## config.mk

```make
export PLATFORM = sky130hd
export DESIGN_NAME = sdr_wb_arbiter
export DESIGN_NICKNAME = d
export VERILOG_FILES = /design/src/rtl/sdr_arb_pkg.sv /design/src/rtl/sdr_arb_rr_pick.sv /design/src/rtl/sdr_wb_arbiter.sv
export SDC_FILE = /design/constraint.sdc
export NUM_CORES = 1
export LEC_CHECK = 0
export BUFFER_PORTS_ARGS = -buffer_cell sky130_fd_sc_hd__buf_2
export CAP_MARGIN = 20
export CORE_AREA = 2 2 121 123
export DETAILED_ROUTE_END_ITERATION = 8
export DIE_AREA = 0 0 123 125
export HOLD_SLACK_MARGIN = 0.05
export PLACE_DENSITY = 0.54
export SYNTH_ARGS = -nofsm -noshare
export SYNTH_HDL_FRONTEND = slang
export SYNTH_SLANG_ARGS = --single-unit
```

## constraint.sdc

```tcl
create_clock -name sys_clk -period 2.4 [get_ports sys_clk]
set_clock_uncertainty 0.05 [all_clocks]
set_input_delay 0.24 -clock sys_clk [delete_from_list [all_inputs] [get_ports sys_clk]]
set_output_delay 0.24 -clock sys_clk [all_outputs]
set_load 0.02 [all_outputs]
```

## src/rtl/sdr_arb_pkg.sv

```systemverilog
// sdr_arb_pkg: shared types and constants for the SDRAM Wishbone arbiter.
//   arb_state_t : arbiter FSM states (IDLE, OWN0, OWN1, RELEASE)
//   CTI_*       : Wishbone cycle type identifiers
//   DEFAULT_AW  : default Wishbone address width
//   state_gnt   : one-hot grant vector for a given arbiter state
package sdr_arb_pkg;

    typedef enum logic [1:0] {
        IDLE    = 2'd0,
        OWN0    = 2'd1,
        OWN1    = 2'd2,
        RELEASE = 2'd3
    } arb_state_t;

    localparam logic [2:0] CTI_CLASSIC = 3'b000;
    localparam logic [2:0] CTI_INCR    = 3'b010;
    localparam logic [2:0] CTI_EOB     = 3'b111;

    localparam int unsigned DEFAULT_AW = 26;

    function automatic logic [1:0] state_gnt(input arb_state_t s);
        case (s)
            OWN0:    return 2'b01;
            OWN1:    return 2'b10;
            default: return 2'b00;
        endcase
    endfunction

endpackage

```

## src/rtl/sdr_arb_rr_pick.sv

```systemverilog
// sdr_arb_rr_pick: combinational 2-way round-robin picker.
//   req[1:0]   in  : active requests (already qualified by the caller)
//   last_owner in  : index of the requester that owned most recently
//   pick_valid out : at least one request is active
//   pick_idx   out : index of the chosen requester (valid when pick_valid)
module sdr_arb_rr_pick (
    input  logic [1:0] req,
    input  logic       last_owner,
    output logic       pick_valid,
    output logic       pick_idx
);

    always_comb begin
        pick_valid = |req;
        // On a tie the requester that did not own last wins.
        if (&req) begin
            pick_idx = ~last_owner;
        end else begin
            pick_idx = req[1];
        end
    end

endmodule

```

## src/rtl/sdr_wb_arbiter.sv

```systemverilog
// sdr_wb_arbiter: two-master round-robin Wishbone arbiter in front of the
// SDRAM controller slave port. A grant is held for the whole Wishbone cycle
// (until the owner drops cyc), followed by one dead RELEASE cycle. No grant
// is issued while sdr_init_done is low.
//
// Optional feature (macro SDR_ARB_TIMEOUT_EN): stall watchdog. While owning,
// cycles with wb_stb_i=1 and wb_ack_o=0 are counted; on the TIMEOUT_CYC-th
// consecutive stalled cycle timeout_o pulses and the grant is forcibly
// released. Without the macro no counter exists and timeout_o is 0.
//
// Ports:
//   sys_clk, RESET         : clock, asynchronous active-high reset
//   sdr_init_done          : SDRAM init complete, gates new grants
//   m0_* / m1_*            : master Wishbone ports (inputs _i, outputs _o)
//   wb_*_i (out)           : muxed Wishbone request towards the controller
//   wb_ack_o, wb_dat_o (in): controller response
//   gnt_o                  : one-hot current owner, 00 when idle
//   timeout_o              : one-cycle watchdog pulse
module sdr_wb_arbiter
    import sdr_arb_pkg::*;
#(
    parameter int unsigned dw          = 32,
    parameter int unsigned AW          = DEFAULT_AW,
    parameter int unsigned TIMEOUT_CYC = 1024
) (
    input  logic            sys_clk,
    input  logic            RESET,
    input  logic            sdr_init_done,

    input  logic            m0_cyc_i,
    input  logic            m0_stb_i,
    input  logic            m0_we_i,
    input  logic [AW-1:0]   m0_addr_i,
    input  logic [dw-1:0]   m0_dat_i,
    input  logic [dw/8-1:0] m0_sel_i,
    input  logic [2:0]      m0_cti_i,
    output logic            m0_ack_o,
    output logic [dw-1:0]   m0_dat_o,

    input  logic            m1_cyc_i,
    input  logic            m1_stb_i,
    input  logic            m1_we_i,
    input  logic [AW-1:0]   m1_addr_i,
    input  logic [dw-1:0]   m1_dat_i,
    input  logic [dw/8-1:0] m1_sel_i,
    input  logic [2:0]      m1_cti_i,
    output logic            m1_ack_o,
    output logic [dw-1:0]   m1_dat_o,

    output logic            wb_cyc_i,
    output logic            wb_stb_i,
    output logic            wb_we_i,
    output logic [AW-1:0]   wb_addr_i,
    output logic [dw-1:0]   wb_dat_i,
    output logic [dw/8-1:0] wb_sel_i,
    output logic [2:0]      wb_cti_i,
    input  logic            wb_ack_o,
    input  logic [dw-1:0]   wb_dat_o,

    output logic [1:0]      gnt_o,
    output logic            timeout_o
);

    arb_state_t state_q;
    logic [1:0] gnt_q;
    logic       last_owner_q;

    logic       pick_valid;
    logic       pick_idx;
    logic       owning;
    logic       timeout_fire;

    sdr_arb_rr_pick u_pick (
        .req        ({m1_cyc_i, m0_cyc_i} & {2{sdr_init_done}}),
        .last_owner (last_owner_q),
        .pick_valid (pick_valid),
        .pick_idx   (pick_idx)
    );

    assign owning = (state_q == OWN0) || (state_q == OWN1);

`ifdef SDR_ARB_TIMEOUT_EN
    localparam int unsigned CntW = (TIMEOUT_CYC > 1) ? $clog2(TIMEOUT_CYC) : 1;
    logic [CntW-1:0] to_cnt_q;

    // Fires on the cycle the counter already holds TIMEOUT_CYC-1 stalled cycles
    // and the current cycle is stalled too.
    assign timeout_fire = owning && wb_stb_i && !wb_ack_o &&
                          (to_cnt_q == CntW'(TIMEOUT_CYC - 1));

    always_ff @(posedge sys_clk or posedge RESET) begin
        if (RESET) begin
            to_cnt_q <= '0;
        end else if (owning && wb_stb_i && !wb_ack_o && !timeout_fire &&
                     !((state_q == OWN0) && !m0_cyc_i) &&
                     !((state_q == OWN1) && !m1_cyc_i)) begin
            to_cnt_q <= to_cnt_q + 1'b1;
        end else begin
            to_cnt_q <= '0;
        end
    end
`else
    assign timeout_fire = 1'b0;
`endif

    assign timeout_o = timeout_fire;
    assign gnt_o     = gnt_q;

    // Arbiter FSM; gnt_q is registered alongside the state.
    always_ff @(posedge sys_clk or posedge RESET) begin
        if (RESET) begin
            state_q      <= IDLE;
            gnt_q        <= 2'b00;
            last_owner_q <= 1'b1;
        end else begin
            case (state_q)
                IDLE: begin
                    if (pick_valid) begin
                        state_q      <= pick_idx ? OWN1 : OWN0;
                        gnt_q        <= state_gnt(pick_idx ? OWN1 : OWN0);
                        last_owner_q <= pick_idx;
                    end
                end
                OWN0: begin
                    if (!m0_cyc_i || timeout_fire) begin
                        state_q <= RELEASE;
                        gnt_q   <= 2'b00;
                    end
                end
                OWN1: begin
                    if (!m1_cyc_i || timeout_fire) begin
                        state_q <= RELEASE;
                        gnt_q   <= 2'b00;
                    end
                end
                RELEASE: begin
                    state_q <= IDLE;
                    gnt_q   <= 2'b00;
                end
                default: begin
                    state_q <= IDLE;
                    gnt_q   <= 2'b00;
                end
            endcase
        end
    end

    // Request/response steering; everything is zero outside OWNx.
    always_comb begin
        wb_cyc_i  = 1'b0;
        wb_stb_i  = 1'b0;
        wb_we_i   = 1'b0;
        wb_addr_i = '0;
        wb_dat_i  = '0;
        wb_sel_i  = '0;
        wb_cti_i  = 3'b000;
        m0_ack_o  = 1'b0;
        m0_dat_o  = '0;
        m1_ack_o  = 1'b0;
        m1_dat_o  = '0;
        case (state_q)
            OWN0: begin
                wb_cyc_i  = m0_cyc_i;
                wb_stb_i  = m0_stb_i;
                wb_we_i   = m0_we_i;
                wb_addr_i = m0_addr_i;
                wb_dat_i  = m0_dat_i;
                wb_sel_i  = m0_sel_i;
                wb_cti_i  = m0_cti_i;
                m0_ack_o  = wb_ack_o;
                m0_dat_o  = wb_dat_o;
            end
            OWN1: begin
                wb_cyc_i  = m1_cyc_i;
                wb_stb_i  = m1_stb_i;
                wb_we_i   = m1_we_i;
                wb_addr_i = m1_addr_i;
                wb_dat_i  = m1_dat_i;
                wb_sel_i  = m1_sel_i;
                wb_cti_i  = m1_cti_i;
                m1_ack_o  = wb_ack_o;
                m1_dat_o  = wb_dat_o;
            end
            default: ;
        endcase
    end

endmodule

```

* After elaboration in Yosys (flattened, before gate mapping) *
Cells that the tools add are included.

operators by class
  equality and inequality tests = 8
  multiplexer cells = 22
  bitwise logic cells = 2
  reduce and logical (&&, ||, !) cells = 5

operator list
  operator                                                         number
  32-bit 2-to-1 mux                                                2
  32-bit one-hot mux with 2 select lines                           1
  26-bit one-hot mux with 2 select lines                           1
  2-bit one-hot mux with 4 select lines                            2
  2-bit 2-to-1 mux                                                 7
  4-bit one-hot mux with 2 select lines                            1
  2-bit == test, second input constant                             3
  2-bit != test, second input constant                             3
  1-bit one-hot mux with 2 select lines                            3
  3-bit one-hot mux with 2 select lines                            1
  2-bit by 1-bit == test with 1-bit output, second input constant  2
  2-bit one-hot mux with 2 select lines                            1
  2-bit AND reduction                                              2
  1-bit 2-to-1 mux                                                 3
  3-bit AND reduction                                              1
  2-bit AND                                                        1
  2-bit zero test                                                  1
  2-bit OR reduction                                               1
  1-bit NOT                                                        1

storage, ports and cells
  register bits = 5
  input bits = 172
  output and inout bits = 137
  logic and storage cells = 40

* Longest topological paths before layout *
  word-level depth = 8
  gate-level depth with buffers = 6
  gate-level depth less buffers = 5

* Cells and area by module *
A second synthesis with hierarchy kept.

second synthesis, totals
  cells, all modules = 263
  area total of the unflattened synthesis = 1,824.2 µm²

modules (own cells, without submodules)
  module           times used  cells each  area an instance (µm²)  seq. area each (µm²)
  sdr_wb_arbiter   1           261         1,810.5                 126.4
  sdr_arb_rr_pick  1           2           13.8                    0.0

* Least setup slack after synthesis *
No wires, ideal clock.

  path kind = register -> output
  start = register state_q[0]
  end = output wb_dat_i[12]
  arrival time = 1.480 ns
  required time = 2.110 ns
  setup slack = 0.630 ns
  cell stages (with the launch flop) = 6
  buffers on the path = 2
  cells stage by stage = dfrtp_1 -> inv_1 -> ha_1 -> buf_2 -> clkbuf_1 -> nor2b_1

between the ends
  longest elaborated chain between the ends = 2
  elaborated cells on any way between the ends = 3
  classes of those cells = 2 x eq/ne; 1 x mux

RTL lines
  item                                                                       RTL line               RTL
  start, declared                                                            sdr_wb_arbiter.sv:64   arb_state_t state_q;
  start signal, assigned                                                     sdr_wb_arbiter.sv:119  state_q <= pick_idx ? OWN1 : OWN0;
  2-bit == test or 2-bit by 1-bit == test with 1-bit output (tied branches)  sdr_wb_arbiter.sv:161  case (state_q)
  32-bit one-hot mux with 2 select lines *                                   sdr_wb_arbiter.sv:161
  end, declared                                                              sdr_wb_arbiter.sv:54   output logic [dw-1:0] wb_dat_i,

Every way passes the cells marked *; elsewhere a longest branch is shown, timed or not.

* Final worst setup path *
  start = register state_q[1]
  end = output wb_addr_i[19]

between the ends
  longest elaborated chain between the ends = 2
  elaborated cells on any way between the ends = 3
  classes of those cells = 2 x eq/ne; 1 x mux

RTL lines
  item                                                                       RTL line               RTL
  2-bit == test or 2-bit by 1-bit == test with 1-bit output (tied branches)  sdr_wb_arbiter.sv:161
  26-bit one-hot mux with 2 select lines *                                   sdr_wb_arbiter.sv:161
  end, declared                                                              sdr_wb_arbiter.sv:53   output logic [AW-1:0] wb_addr_i,

Marked as above.

==> impl_metrics.yaml <==
detailed_routing:
  wirelength_um: 8762
  drt_iter0_drc: 99
  num_vias: 2904
  wl_per_cell_um: 11.99
  drc: 0
  postRouteAntennaNets: 0
  first_pass_iters: 4
  via_per_inst: 3.973
worst_setup_path:
  cp.required_ps: 2110
  worst_ep_arrival_time_ps: 1810
  setup.worst_path.start: "state_q[1]"
  r2r_slack_ps: 530
  cp-end-kind: "output port"
  critPathMaxFanout: 46
  r2r_cells: 6
  r2r-end: "state_q[0]"
  startpoint_type: "register"
  crit_end: "wb_addr_i[19]"
  regToRegStartpoint: "state_q[0]"
  critPathKind: "register to output port"
hold_path:
  worstHoldPathType: "input port to register"
  hold_depth: 2
placed_design:
  dpl_worst_slack_ps: 354.2
  dp_hpwl_um: 7116
  numPlacedInstances: 726
  gp_congestion: 0.7644
  portBuffers: 307
timing:
  finalHoldViolCount: 0
  setup_ws_ps: 297.2
  fin_crit_ps: 2103
  rsz0062_at_grt: "no"
  tns_ps: 0
  setup_viol: 0
  whs_ps: 238.5
  drv_slew: 0
  finalCritPeriodShare_pct: 87.62
  fmax_mhz: 475.5
clock_network:
  cts_sinks: 5
  cts_tree: "done"
  h-tree-depth: 1
  worst_skew_pair.late_latency_ps: 230
  cts_setup_buffers: 0
  clk_pin_slew_worst_paths_ps: 30
  clockRootBuffer: "clkbuf_16"
  cts_made_buffers: 3
  clk_path_buf_depth: 2
run:
  drv_cap: 0
logic_synthesis:
  yosysMostFrequentCell: "nor2b_1"
  synth_edf_count: 0
  yosysTopAreaCell: "a22oi_1"
  async_flop_share_pct: 100.0
  ys_top_cells_by_area: "a22oi_1 28%, nor2b_1 23%, and2_1 23%"
  synthCells: 261
  ys_seq_area_share_pct: 6.966
  ys.warnings.count: 0
  synth_top_flop_cell: "dfrtp_1"
  syn_nets: 436
  yosysUniqueCellTypes: 24
  synth_common_cells: "68 x nor2b_1, 67 x a22oi_1, 66 x and2_1"
  synth_top_area_share_pct: 27.72
  synth_area_um2: 1814
  syn_avg_cell_area_um2: 6.951
  ys_ff_latch: 5
finish:
  insertedDiodeCount: 0
  drive_above_1_share_pct: 59.41
  fin_cells: 731
  final_nets: 723
  areaGrowthSynthToFinish_pct: 101.3
pwr:
  p_leak_nw: 2.047
  total_power_mw: 4.926
  power_density_nw_per_um2: 1349
  ir_drop_mv: 0.5518
floorplan:
  coreArea_um2: 14200
  start_util_pct: 12.77
  die_area_um2: 15380
  die_w_um: 123
  fp-row-count: 44
  die_h_um: 125
  io_pins: 309
grt:
  antenna_found_initial: 0
  grt_pass1_vias: 2412
  grt_usage_pct: 9.471
  grt-ovfl-total: 0
  grt_pass1_wl_um: 12010
  grt_max_degree: 55
run_status:
  status: "complete, no violations"
==> stage by stage <==
step / instance area (µm²) / util (%)
6_report: 3652 / 25.71
2_1_floorplan: 1814 / -
5_1_grt: 3652 / 25.71
3_5_place_dp: 3553 / 25.02
4_1_cts: 3642 / 25.64
3_3_place_gp: 3553 / 25.02
==> metal layers <==
metal	share of wire, %	wire length (µm)	vias up	track usage (%)
met5	0	0	-	0
met4	0.30	26	0	1.003
met2	50	4350	156	17.78
li1	-	-	1480	-
met1	42	3637	1264	11.86
met3	8.5	748	4	0.9580
==> critical path, stage by stage (launching register included) <==
cell and delay, ps:
dfrtp_1 390, inv_1 180, ha_4 190, buf_4 340, a22oi_1 150, nor2b_1 130, buf_2 170
==> flip-flops by register name, indices dropped and copies added (netlist names) <==
signal,count
state_q,2
gnt_o,2
last_owner_q,1
==> area by class of cell <==
cell class / count / area, µm²
sequential: 5 / 126.4
inverter: 4 / 15.01
clock buffer: 4 / 78.83
tap: 184 / 230.2
timing repair buffer: 313 / 1634
multi-input combinational: 221 / 1568
fill: 1606 / 10550
==> what timing repair did <==
action / in CTS / in global routing
resized for setup: 0 / 1
endpoints found under the setup margin: 0 / 13
hold endpoints to repair: 4 / 0
hold buffers: 1 / 0
==> placed cells by master, fill, tap and decap left out <==
cell / count
buf_12: 4
o22ai_1: 1
a31oi_1: 3
ha_4: 3
conb_1: 1
inv_1: 4
a21oi_4: 1
clkbuf_16: 3
nand3_1: 1
a41oi_1: 1
nor2b_1: 68
a22o_4: 1
and2_1: 66
a22oi_1: 67
dfstp_2: 1
a21boi_0: 1
o21ai_1: 1
dlygate4sd3_1: 1
buf_2: 307
buf_4: 1
and2_2: 1
mux2i_1: 1
clkbuf_1: 1
mux2_4: 2
a21boi_2: 1
dfrtp_1: 4
nor2_1: 1
==> how the worst min path moves through the flow <==
stage | startpoint | end | slack [ps]
floorplan | RESET | gnt_o[0] | -30
global placement | RESET | gnt_o[0] | 110
detailed placement | RESET | gnt_o[0] | 100
CTS | m0_cyc_i | last_owner_q | 240
global route | m0_cyc_i | last_owner_q | 260
finish | m0_cyc_i | last_owner_q | 240
==> kinds of logic after synthesis <==
family | after synthesis | synth area share, %
simple gates | 137 | 47.10
compound gates | 77 | 32.76
other cells | 1 | 0.2067
mux | 3 | 2.207
flops | 5 | 6.966
buf+inv | 35 | 8.690
fa+ha+maj | 3 | 2.069
==> power breakdown <==
group	switching (mW)	total [mW]	internal, mW
registers	0.0306	0.160	0.129
clock network	0.0545	0.275	0.220
logic	2.66	4.49	1.83
Power figures use the tool's default switching activity.
